--- src/rtl/pipeline_stall_ctrl_pkg.sv ---
// Shared constants for the pipeline stall/flush controller.
// Holds the FSM encoding, the NOP instruction, the PC step and the control-bundle bit positions.
package pipeline_stall_ctrl_pkg;

  localparam logic [1:0] StRun   = 2'd0;
  localparam logic [1:0] StStall = 2'd1;
  localparam logic [1:0] StFlush = 2'd2;

  localparam logic [31:0] NOP_INSTR = 32'h0000_0013;
  localparam int unsigned PC_INC    = 4;

  // Control bundle layout: {RegWrite, MemRead, MemWrite, MemtoReg, Branch, ALUSrc, ALUOp[1:0]}
  localparam int unsigned CTRL_REGWRITE = 7;
  localparam int unsigned CTRL_MEMREAD  = 6;
  localparam int unsigned CTRL_MEMWRITE = 5;
  localparam int unsigned CTRL_MEMTOREG = 4;
  localparam int unsigned CTRL_BRANCH   = 3;
  localparam int unsigned CTRL_ALUSRC   = 2;
  localparam int unsigned CTRL_ALUOP_HI = 1;
  localparam int unsigned CTRL_ALUOP_LO = 0;

  localparam logic [15:0] STALL_CNT_MAX = 16'hFFFF;

endpackage

--- src/rtl/pipeline_stall_ctrl_if.sv ---
// Bundle of hazard-unit inputs and pipeline-register outputs for the stall controller.
// The master side drives stall/flush/fetch data; the slave side is the controller.
interface pipeline_stall_ctrl_if #(
  parameter int unsigned XLEN   = 64,
  parameter int unsigned CTRL_W = 8
);
  logic              stall;
  logic              flush;
  logic [XLEN-1:0]   branch_target;
  logic [31:0]       instr_in;
  logic [CTRL_W-1:0] ctrl_in;

  logic [XLEN-1:0]   pc_out;
  logic [XLEN-1:0]   ifid_pc;
  logic [31:0]       ifid_instr;
  logic              ifid_valid;
  logic [CTRL_W-1:0] idex_ctrl;
  logic [1:0]        ctrl_state;
  logic [15:0]       stall_count;

  modport master (
    output stall, flush, branch_target, instr_in, ctrl_in,
    input  pc_out, ifid_pc, ifid_instr, ifid_valid, idex_ctrl, ctrl_state, stall_count
  );

  modport slave (
    input  stall, flush, branch_target, instr_in, ctrl_in,
    output pc_out, ifid_pc, ifid_instr, ifid_valid, idex_ctrl, ctrl_state, stall_count
  );
endinterface

--- src/rtl/pipeline_stall_ctrl_ifid_pipe_reg.sv ---
// IF/ID pipeline register with hold and clear.
// Clear wins over hold; a cleared stage holds a NOP bubble with PC 0.
module ifid_pipe_reg
  import pipeline_stall_ctrl_pkg::*;
#(
  parameter int unsigned XLEN = 64
) (
  input  logic            clk,
  input  logic            rst_n,
  input  logic            i_hold,
  input  logic            i_clear,
  input  logic [XLEN-1:0] i_pc,
  input  logic [31:0]     i_instr,
  output logic [XLEN-1:0] o_pc,
  output logic [31:0]     o_instr,
  output logic            o_valid
);

  logic [XLEN-1:0] r_pc;
  logic [31:0]     r_instr;
  logic            r_valid;

  always_ff @(posedge clk or negedge rst_n) begin
    if (!rst_n) begin
      r_pc    <= '0;
      r_instr <= NOP_INSTR;
      r_valid <= 1'b0;
    end else if (i_clear) begin
      r_pc    <= '0;
      r_instr <= NOP_INSTR;
      r_valid <= 1'b0;
    end else if (!i_hold) begin
      r_pc    <= i_pc;
      r_instr <= i_instr;
      r_valid <= 1'b1;
    end
  end

  assign o_pc    = r_pc;
  assign o_instr = r_instr;
  assign o_valid = r_valid;

endmodule

--- src/rtl/pipeline_stall_ctrl.sv ---
// Fetch PC, IF/ID and ID/EX control for a 5-stage pipeline with load-use stall and branch flush.
// Flush beats stall beats advance; every output is registered.
module pipeline_stall_ctrl
  import pipeline_stall_ctrl_pkg::*;
#(
  parameter int unsigned     XLEN     = 64,
  parameter logic [XLEN-1:0] RESET_PC = '0,
  parameter int unsigned     CTRL_W   = 8
) (
  input  logic                  clk,
  input  logic                  rst_n,
  pipeline_stall_ctrl_if.slave  bus
);

  logic [XLEN-1:0]   r_pc;
  logic [CTRL_W-1:0] r_idex_ctrl;
  logic [1:0]        r_state;
  logic [15:0]       r_stall_count;

  logic              w_do_flush;
  logic              w_do_stall;
  logic [XLEN-1:0]   w_ifid_pc;
  logic [31:0]       w_ifid_instr;
  logic              w_ifid_valid;
  logic [XLEN-1:0]   w_pc_d;
  logic [CTRL_W-1:0] w_idex_d;
  logic [1:0]        w_state_d;
  logic [15:0]       w_stall_count_d;

  assign w_do_flush = bus.flush;
  assign w_do_stall = bus.stall & ~bus.flush;

  ifid_pipe_reg #(
    .XLEN (XLEN)
  ) u_ifid (
    .clk     (clk),
    .rst_n   (rst_n),
    .i_hold  (w_do_stall),
    .i_clear (w_do_flush),
    .i_pc    (r_pc),
    .i_instr (bus.instr_in),
    .o_pc    (w_ifid_pc),
    .o_instr (w_ifid_instr),
    .o_valid (w_ifid_valid)
  );

  always_comb begin
    w_pc_d          = r_pc + XLEN'(PC_INC);
    w_idex_d        = w_ifid_valid ? bus.ctrl_in : '0;
    w_state_d       = StRun;
    w_stall_count_d = r_stall_count;
    if (w_do_flush) begin
      w_pc_d    = bus.branch_target;
      w_idex_d  = '0;
      w_state_d = StFlush;
    end else if (w_do_stall) begin
      w_pc_d    = r_pc;
      w_idex_d  = '0;
      w_state_d = StStall;
      if (r_stall_count != STALL_CNT_MAX) begin
        w_stall_count_d = r_stall_count + 16'd1;
      end
    end
  end

  always_ff @(posedge clk or negedge rst_n) begin
    if (!rst_n) begin
      r_pc          <= RESET_PC;
      r_idex_ctrl   <= '0;
      r_state       <= StRun;
      r_stall_count <= '0;
    end else begin
      r_pc          <= w_pc_d;
      r_idex_ctrl   <= w_idex_d;
      r_state       <= w_state_d;
      r_stall_count <= w_stall_count_d;
    end
  end

  assign bus.pc_out      = r_pc;
  assign bus.ifid_pc     = w_ifid_pc;
  assign bus.ifid_instr  = w_ifid_instr;
  assign bus.ifid_valid  = w_ifid_valid;
  assign bus.idex_ctrl   = r_idex_ctrl;
  assign bus.ctrl_state  = r_state;
  assign bus.stall_count = r_stall_count;

endmodule

--- src/flat_wrapper.sv ---
// flat-port wrapper written by rule: the top's interface ports become plain ports
module pipeline_stall_ctrl_flat import pipeline_stall_ctrl_pkg::*;
#(
  parameter int unsigned     XLEN     = 64,
  parameter logic [XLEN-1:0] RESET_PC = '0,
  parameter int unsigned     CTRL_W   = 8
)
  (clk, rst_n, bus_stall, bus_flush, bus_branch_target, bus_instr_in, bus_ctrl_in, bus_pc_out, bus_ifid_pc, bus_ifid_instr, bus_ifid_valid, bus_idex_ctrl, bus_ctrl_state, bus_stall_count);
  pipeline_stall_ctrl_if #(.XLEN(XLEN), .CTRL_W(CTRL_W)) bus_i ();
  input  logic clk;
  input  logic rst_n;
  input wire logic [$bits(bus_i.stall)-1:0] bus_stall;
  input wire logic [$bits(bus_i.flush)-1:0] bus_flush;
  input wire logic [$bits(bus_i.branch_target)-1:0] bus_branch_target;
  input wire logic [$bits(bus_i.instr_in)-1:0] bus_instr_in;
  input wire logic [$bits(bus_i.ctrl_in)-1:0] bus_ctrl_in;
  output wire logic [$bits(bus_i.pc_out)-1:0] bus_pc_out;
  output wire logic [$bits(bus_i.ifid_pc)-1:0] bus_ifid_pc;
  output wire logic [$bits(bus_i.ifid_instr)-1:0] bus_ifid_instr;
  output wire logic [$bits(bus_i.ifid_valid)-1:0] bus_ifid_valid;
  output wire logic [$bits(bus_i.idex_ctrl)-1:0] bus_idex_ctrl;
  output wire logic [$bits(bus_i.ctrl_state)-1:0] bus_ctrl_state;
  output wire logic [$bits(bus_i.stall_count)-1:0] bus_stall_count;
  assign bus_i.stall = bus_stall;
  assign bus_i.flush = bus_flush;
  assign bus_i.branch_target = bus_branch_target;
  assign bus_i.instr_in = bus_instr_in;
  assign bus_i.ctrl_in = bus_ctrl_in;
  assign bus_pc_out = bus_i.pc_out;
  assign bus_ifid_pc = bus_i.ifid_pc;
  assign bus_ifid_instr = bus_i.ifid_instr;
  assign bus_ifid_valid = bus_i.ifid_valid;
  assign bus_idex_ctrl = bus_i.idex_ctrl;
  assign bus_ctrl_state = bus_i.ctrl_state;
  assign bus_stall_count = bus_i.stall_count;
  pipeline_stall_ctrl #(.XLEN(XLEN), .RESET_PC(RESET_PC), .CTRL_W(CTRL_W)) u_core (.clk(clk), .rst_n(rst_n), .bus(bus_i));
endmodule
--- config.mk ---
export PLATFORM = sky130hd
export DESIGN_NAME = pipeline_stall_ctrl_flat
export DESIGN_NICKNAME = d
export VERILOG_FILES = /design/src/rtl/pipeline_stall_ctrl_pkg.sv /design/src/rtl/pipeline_stall_ctrl_if.sv /design/src/rtl/pipeline_stall_ctrl_ifid_pipe_reg.sv /design/src/rtl/pipeline_stall_ctrl.sv /design/src/flat_wrapper.sv
export SDC_FILE = /design/constraint.sdc
export NUM_CORES = 1
export LEC_CHECK = 0
export ABC_AREA = 1
export CORE_UTILIZATION = 43
export DETAILED_ROUTE_END_ITERATION = 6
export GPL_ROUTABILITY_DRIVEN = 0
export GPL_TIMING_DRIVEN = 0
export PLACE_DENSITY = 0.79
export SLEW_MARGIN = 20
export SYNTH_ARGS = -nofsm -noshare
export SYNTH_HDL_FRONTEND = slang
export SYNTH_SLANG_ARGS = --single-unit
--- constraint.sdc ---
create_clock -name clk -period 1.5 [get_ports clk]
set_input_delay 0.225 -clock clk [delete_from_list [all_inputs] [get_ports clk]]
set_output_delay 0.225 -clock clk [all_outputs]
set_load 0.01 [all_outputs]
Yosys cells after proc, flatten, opt, wreduce, memory -nomap -nowiden. Cells that the tools add are included.

$add $sub $neg: 2. Equal/unequal tests: 2. Mux-type cells: 13. Bitwise logic cells: 2. Reduce and logical (&&, ||, !) cells: 1.

Operator list (count): $mux 64 (4); $add 64x3->64 const B (1); $mux 32 (2); $mux 8 (3); $add 16x1->16 const B (1); $ne 16x16->1 const B (1); $mux 1 (3); $reduce_and 3->1 (1); $mux 2 (1); $ne 2x2->1 const B (1); $and 1x1->1 (1); $not 1->1 (1).

Bits in registers: 187. Input port bits: 108. Output and inout port bits: 187. Logic and storage cells: 27.

Depth between registers and ports, before layout.
Word-level depth: 4. Depth in mapped cells: 12. Mapped depth without buffers: 12.

Cells and area by module. From an unflattened synthesis, not the netlist that was laid out.

Cells, all modules: 1373. Area, all modules: 9984.6 µm².

Modules (own cells, without submodules): pipeline_stall_ctrl (times used 1, cells each 946, area each 6137.1 µm², seq. area each 2252.2 µm²); ifid_pipe_reg (times used 1, cells each 427, area each 3847.4 µm², seq. area each 2431.1 µm²).

Worst setup path after synthesis. OpenSTA, ideal clock, no wires.

Path kind: register -> register. From: register u_core.r_pc[3], in the netlist u_core.bus.pc_out[3]. To: register u_core.r_pc[22], in the netlist u_core.bus.pc_out[22]. Library setup time: 113 ps. Data arrival time: 1529 ps. Required time: 1387 ps. Setup slack: -142 ps. Cell stages (with the launch flop): 11. Path buffers: 0. Clock period less this slack: 1642 ps. Path through: dfrtp_1 > ha_1 > nand2_2 > nor2_2 > nand2_2 > nor2_4 > nand2_1 > o21ai_0 > nand3_1 > nand2_1 > inv_1.

Word-level cells in the longest chain between the ends: 3.

RTL lines: start, declared (line pipeline_stall_ctrl.sv:15) `logic [XLEN-1:0] r_pc;`; start signal, assigned (line pipeline_stall_ctrl.sv:73) `r_pc <= w_pc_d;`; $add 64x3->64 (line pipeline_stall_ctrl.sv:48) `w_pc_d = r_pc + XLEN'(PC_INC);`; $mux 64 (line pipeline_stall_ctrl.sv:56) `end else if (w_do_stall) begin`; $mux 64 (line pipeline_stall_ctrl.sv:52) `if (w_do_flush) begin`.

No other way between the ends. The select of a mux whose other input is x is not followed. A chain may end at the register's enable or synchronous reset.

Worst setup path after layout.
From: register u_core.r_pc[3], in the netlist u_core.bus.pc_out[3]. To: register u_core.r_pc[50], in the netlist u_core.bus.pc_out[50].

The elaborated chain is that of the path after synthesis.

==> summary.txt <==
Job
  – Max-Cap Viols: 0

Synth
  – Mapped Avg Cell Area: 7.56 µm²
  – Seq/Total Area, Yosys: 49.0%
  – Top cells by area, synth: dfrtp_1 (48%), nand2_1 (18%), nor2_1 (5.9%), o21ai_0 (4.6%), inv_1 (4.4%)
  – Synth Warn #: 0
  – Post-synth ARST share: 100%
  – Syn Inst Count: 1,265
  – #FFs+latches synth: 187
  – Cell variety after synth: 38
  – Top-count cell post-synth: nand2_1
  – Mapped Area: 9560 µm²
  – List of most frequent post-synthesis cells: nand2_1 (449), dfrtp_1 (184), nor2_1 (151), inv_1 (112), o21ai_0 (87)
  – Post-synth top area cell: dfrtp_1
  – Area share of the leading cell type in the synthesized netlist: 48.2%
  – Number of synthesized flops with an enable pin: 0
  – Synth Flop Type: dfrtp_1
  – Post-Syn Nets: 1,375

Floorplan
  – Die height: 151 µm
  – IO Count: 295
  – Die footprint: 22,800 µm²
  – Std-Cell Rows: 54
  – Core area: 21,800 µm²
  – Die width: 151 µm
  – Initial core utilization: 43.8%

Timing
  – Final Cycle Share: 125%
  – Setup TNS: -12.93 ns
  – RSZ-0062 raised after global routing: yes
  – Period minus WS final: 1.87 ns
  – Worst Skew: 0.00908 ns
  – Actual slew at the worst max-slew pin: 0.712 ns
  – Max Slew Vio Count: 0
  – Fmax achieved: 534 MHz
  – Final WS setup: -0.374 ns
  – Setup violations, final: 72
  – Fin Hold WS: 0.192 ns
  – Final hold violation count: 0
  – Max_slew headroom: 52.6%

Place
  – I/O Buffers: 294
  – Placed cell count: 1,841
  – Final HPWL DP: 27.0 mm

Run status
  – Status: complete, but fails checks
  – Failing checks: setup timing

Critical path
  – Worst path cell trace: ha_4 > nand2_4 > nor2_4 > nand2_4 > nor2_4 > buf_12 > nand3_2 > nand2_1 > nand2_1 > o21ai_1 > nand2_1
  – CP required: 1.83 ns
  – CP Buf/Inv Count: 1
  – CP most frequent cell: nand2_1
  – WP data arrival: 2.20 ns
  – Slowest CP cell: dfrtp_2
  – CP Class: flip-flop to flip-flop
  – Critical path's top delay family: simple AND/OR/NAND/NOR gates
  – CP startpoint kind: flip-flop
  – Setup crit end kind: flip-flop
  – Crit Path Max Fanout: 6
  – Slowest stage delay, CP: 0.45 ns

Layout
  – Final std cells w/o fill: 1,995
  – Final nets: 1,812
  – Area grow syn2layout: 62.5%
  – Share of layout cells above drive strength 1: 28.5%
  – Fin util: 71.2%
  – Diode count: 0

Drt
  – Remaining DRCs: 0
  – Wirelength per Cell: 20.8 µm
  – Routed vias: 11,400
  – DRC marker count from the first detailed-route iteration: 1,221
  – DR vias/cell: 5.71
  – Post-route ant nets: 0
  – Total Routed Length: 41.6 mm
  – Pre-antenna DRT Iters: 6

Pwr
  – Cell Pwr Density: 983 nW/µm²
  – Tot Pwr: 15,300 µW
  – P_leak: 0.00776 µW
  – Gate power share: 27.1%
  – Internal: 10,100 µW
  – IR drop worst, VDD: 0.788 mV
  – NetSw: 5130 µW
  – Portion of total power attributed to the clock network: 33.1%
  – Part of the power in registers: 39.9%
  – Net Sw Frac: 33.6%

GRT
  – Initial antenna violation count: 0
  – Largest net degree at the start of global routing: 86
  – GRT Total Usage: 34.2%
  – Total grt overflow: 0
  – Vias in the first global route: 10,800
  – Global-route wire length before repair: 57.9 mm

Clocking
  – Clk buf depth: 2
  – CTS tree: yes
  – CTS sink count: 187
  – CTS clk-pin slew, worst paths: 0.08 ns
  – CTS H-Tree Depth: 4
  – Clk_lat worst skew: 0.45 ns
  – CTS buffer count: 17
  – Clk root buf: clkbuf_16

Worst hold path
  – Hold Path Class: input port to flip-flop
-- worst reg2reg max path, cell delays in order (launching register included) --
cell,delay (ns)
dfrtp_2,0.45
ha_4,0.18
nand2_4,0.06
nor2_4,0.13
nand2_4,0.10
nor2_4,0.12
buf_12,0.16
nand3_2,0.11
nand2_1,0.09
nand2_1,0.07
o21ai_1,0.20
nand2_1,0.10
-- flip-flops by register name, indices dropped and copies added (netlist names) --
signal / count
u_core.bus.pc_out: 64
u_core.u_ifid.o_pc: 64
u_core.u_ifid.o_instr: 32
u_core.bus.stall_count: 16
u_core.bus.idex_ctrl: 8
u_core.bus.ctrl_state: 2
u_core.u_ifid.o_valid: 1
-- path summary, 6_finish.rpt --
| kind | from | endpoint | slack [ns] | depth (start not counted) |
|---|---|---|---|---|
| hold / removal | bus_flush | u_core.bus.ctrl_state[1] | 0.19 | 1 |
| max in group asynchronous | rst_n | u_core.bus.stall_count[2] | 0.49 | 3 |
| min in group asynchronous | rst_n | u_core.u_ifid.o_instr[7] | 0.24 | 2 |
| setup / recovery | u_core.bus.pc_out[3] | u_core.bus.pc_out[50] | -0.37 | 11 |
| setup reg to reg | u_core.bus.pc_out[3] | u_core.bus.pc_out[50] | -0.37 | 11 |
| hold reg to reg | u_core.u_ifid.o_pc[35] | u_core.u_ifid.o_pc[35] | 0.47 | 2 |
-- layout by cell type, fill, tap and decap left out, types with 4 or more instances in the layout --
cell and n:
xor2_1 7, nand2_2 47, clkinvlp_4 4, a21oi_1 4, clkbuf_16 17, nand3_1 55, inv_8 4, nor2_2 40
inv_1 106, nand3_4 7, nor2_4 48, clkdlybuf4s50_1 104, dfrtp_2 47, dlygate4sd2_1 167, nand4_1 8, inv_2 5
dfrtp_1 137, inv_4 4, nor2_1 75, nand2_8 6, o21ai_1 20, a22o_1 40, clkbuf_1 10, clkdlybuf4s15_1 6
o211ai_1 18, o21ai_0 56, buf_6 19, buf_1 4, a211oi_1 5, nand2_1 389, o21ai_2 28, buf_2 20
nand3_2 6, nand2_4 23, clkbuf_2 13, buf_12 5, buf_4 112
-- layout make-up --
cell class | instances | area (µm²)
timing repair buffer | 417 | 3760
fill | 1610 | 6290
buffer | 48 | 268
multi-input combinational | 914 | 5310
tap | 280 | 350
inverter | 116 | 449
clock buffer | 17 | 425
timing repair inverter | 1 | 7.51
sequential | 187 | 4740
clock inverter | 15 | 225
-- power groups by stage --
stage	Clock [µW]	Combinational, µW	Sequential (µW)
finish	5050	4130	6080
global route	5300	4430	6130
CTS	5050	3500	6040
detailed placement	0	3130	6200
global placement	0	3060	6180
floorplan	0	1120	6270
-- per-layer routing --
layer / GRT usage, % / wire length (µm) / vias to the layer above
li1: - / - / 4962
met1: 39.8 / 14600 / 5246
met2: 55.8 / 19300 / 894
met3: 9.70 / 4740 / 281
met4: 20.5 / 2940 / 0
met5: 0 / 0 / -
-- what timing repair did --
action	in CTS	in global routing
hold endpoints to repair	36	0
hold buffers	1	0
gates resized for setup	449	177
endpoints found under the setup margin	363	98
setup buffers	74	47
gates cloned	1	1
pin swaps	49	64
-- through the flow --
| stage | setup slack (ns) | area, µm² |
|---|---|---|
| 4_1_cts | -0.219 | 14700 |
| 5_1_grt | -0.468 | 15500 |
| 3_5_place_dp | -1.14 | 12900 |
| 3_3_place_gp | -8.26 | 12900 |
| 6_report | -0.374 | 15500 |
| 2_1_floorplan | -0.0703 | 9590 |
-- cells by family (layout without fill, tap and decap cells) --
logic type	Yosys count	in the layout	share of synthesized area, %
buffers and inverters	164	614	6.82
AND/OR/NAND/NOR	712	712	30.4
XOR/XNOR	11	11	1.01
flip-flops	187	187	49.0
adder cells (fa/ha/maj)	2	2	0.262
AO/OA/AOI/OAI	189	189	12.5
(Power assumes the default switching activity.)
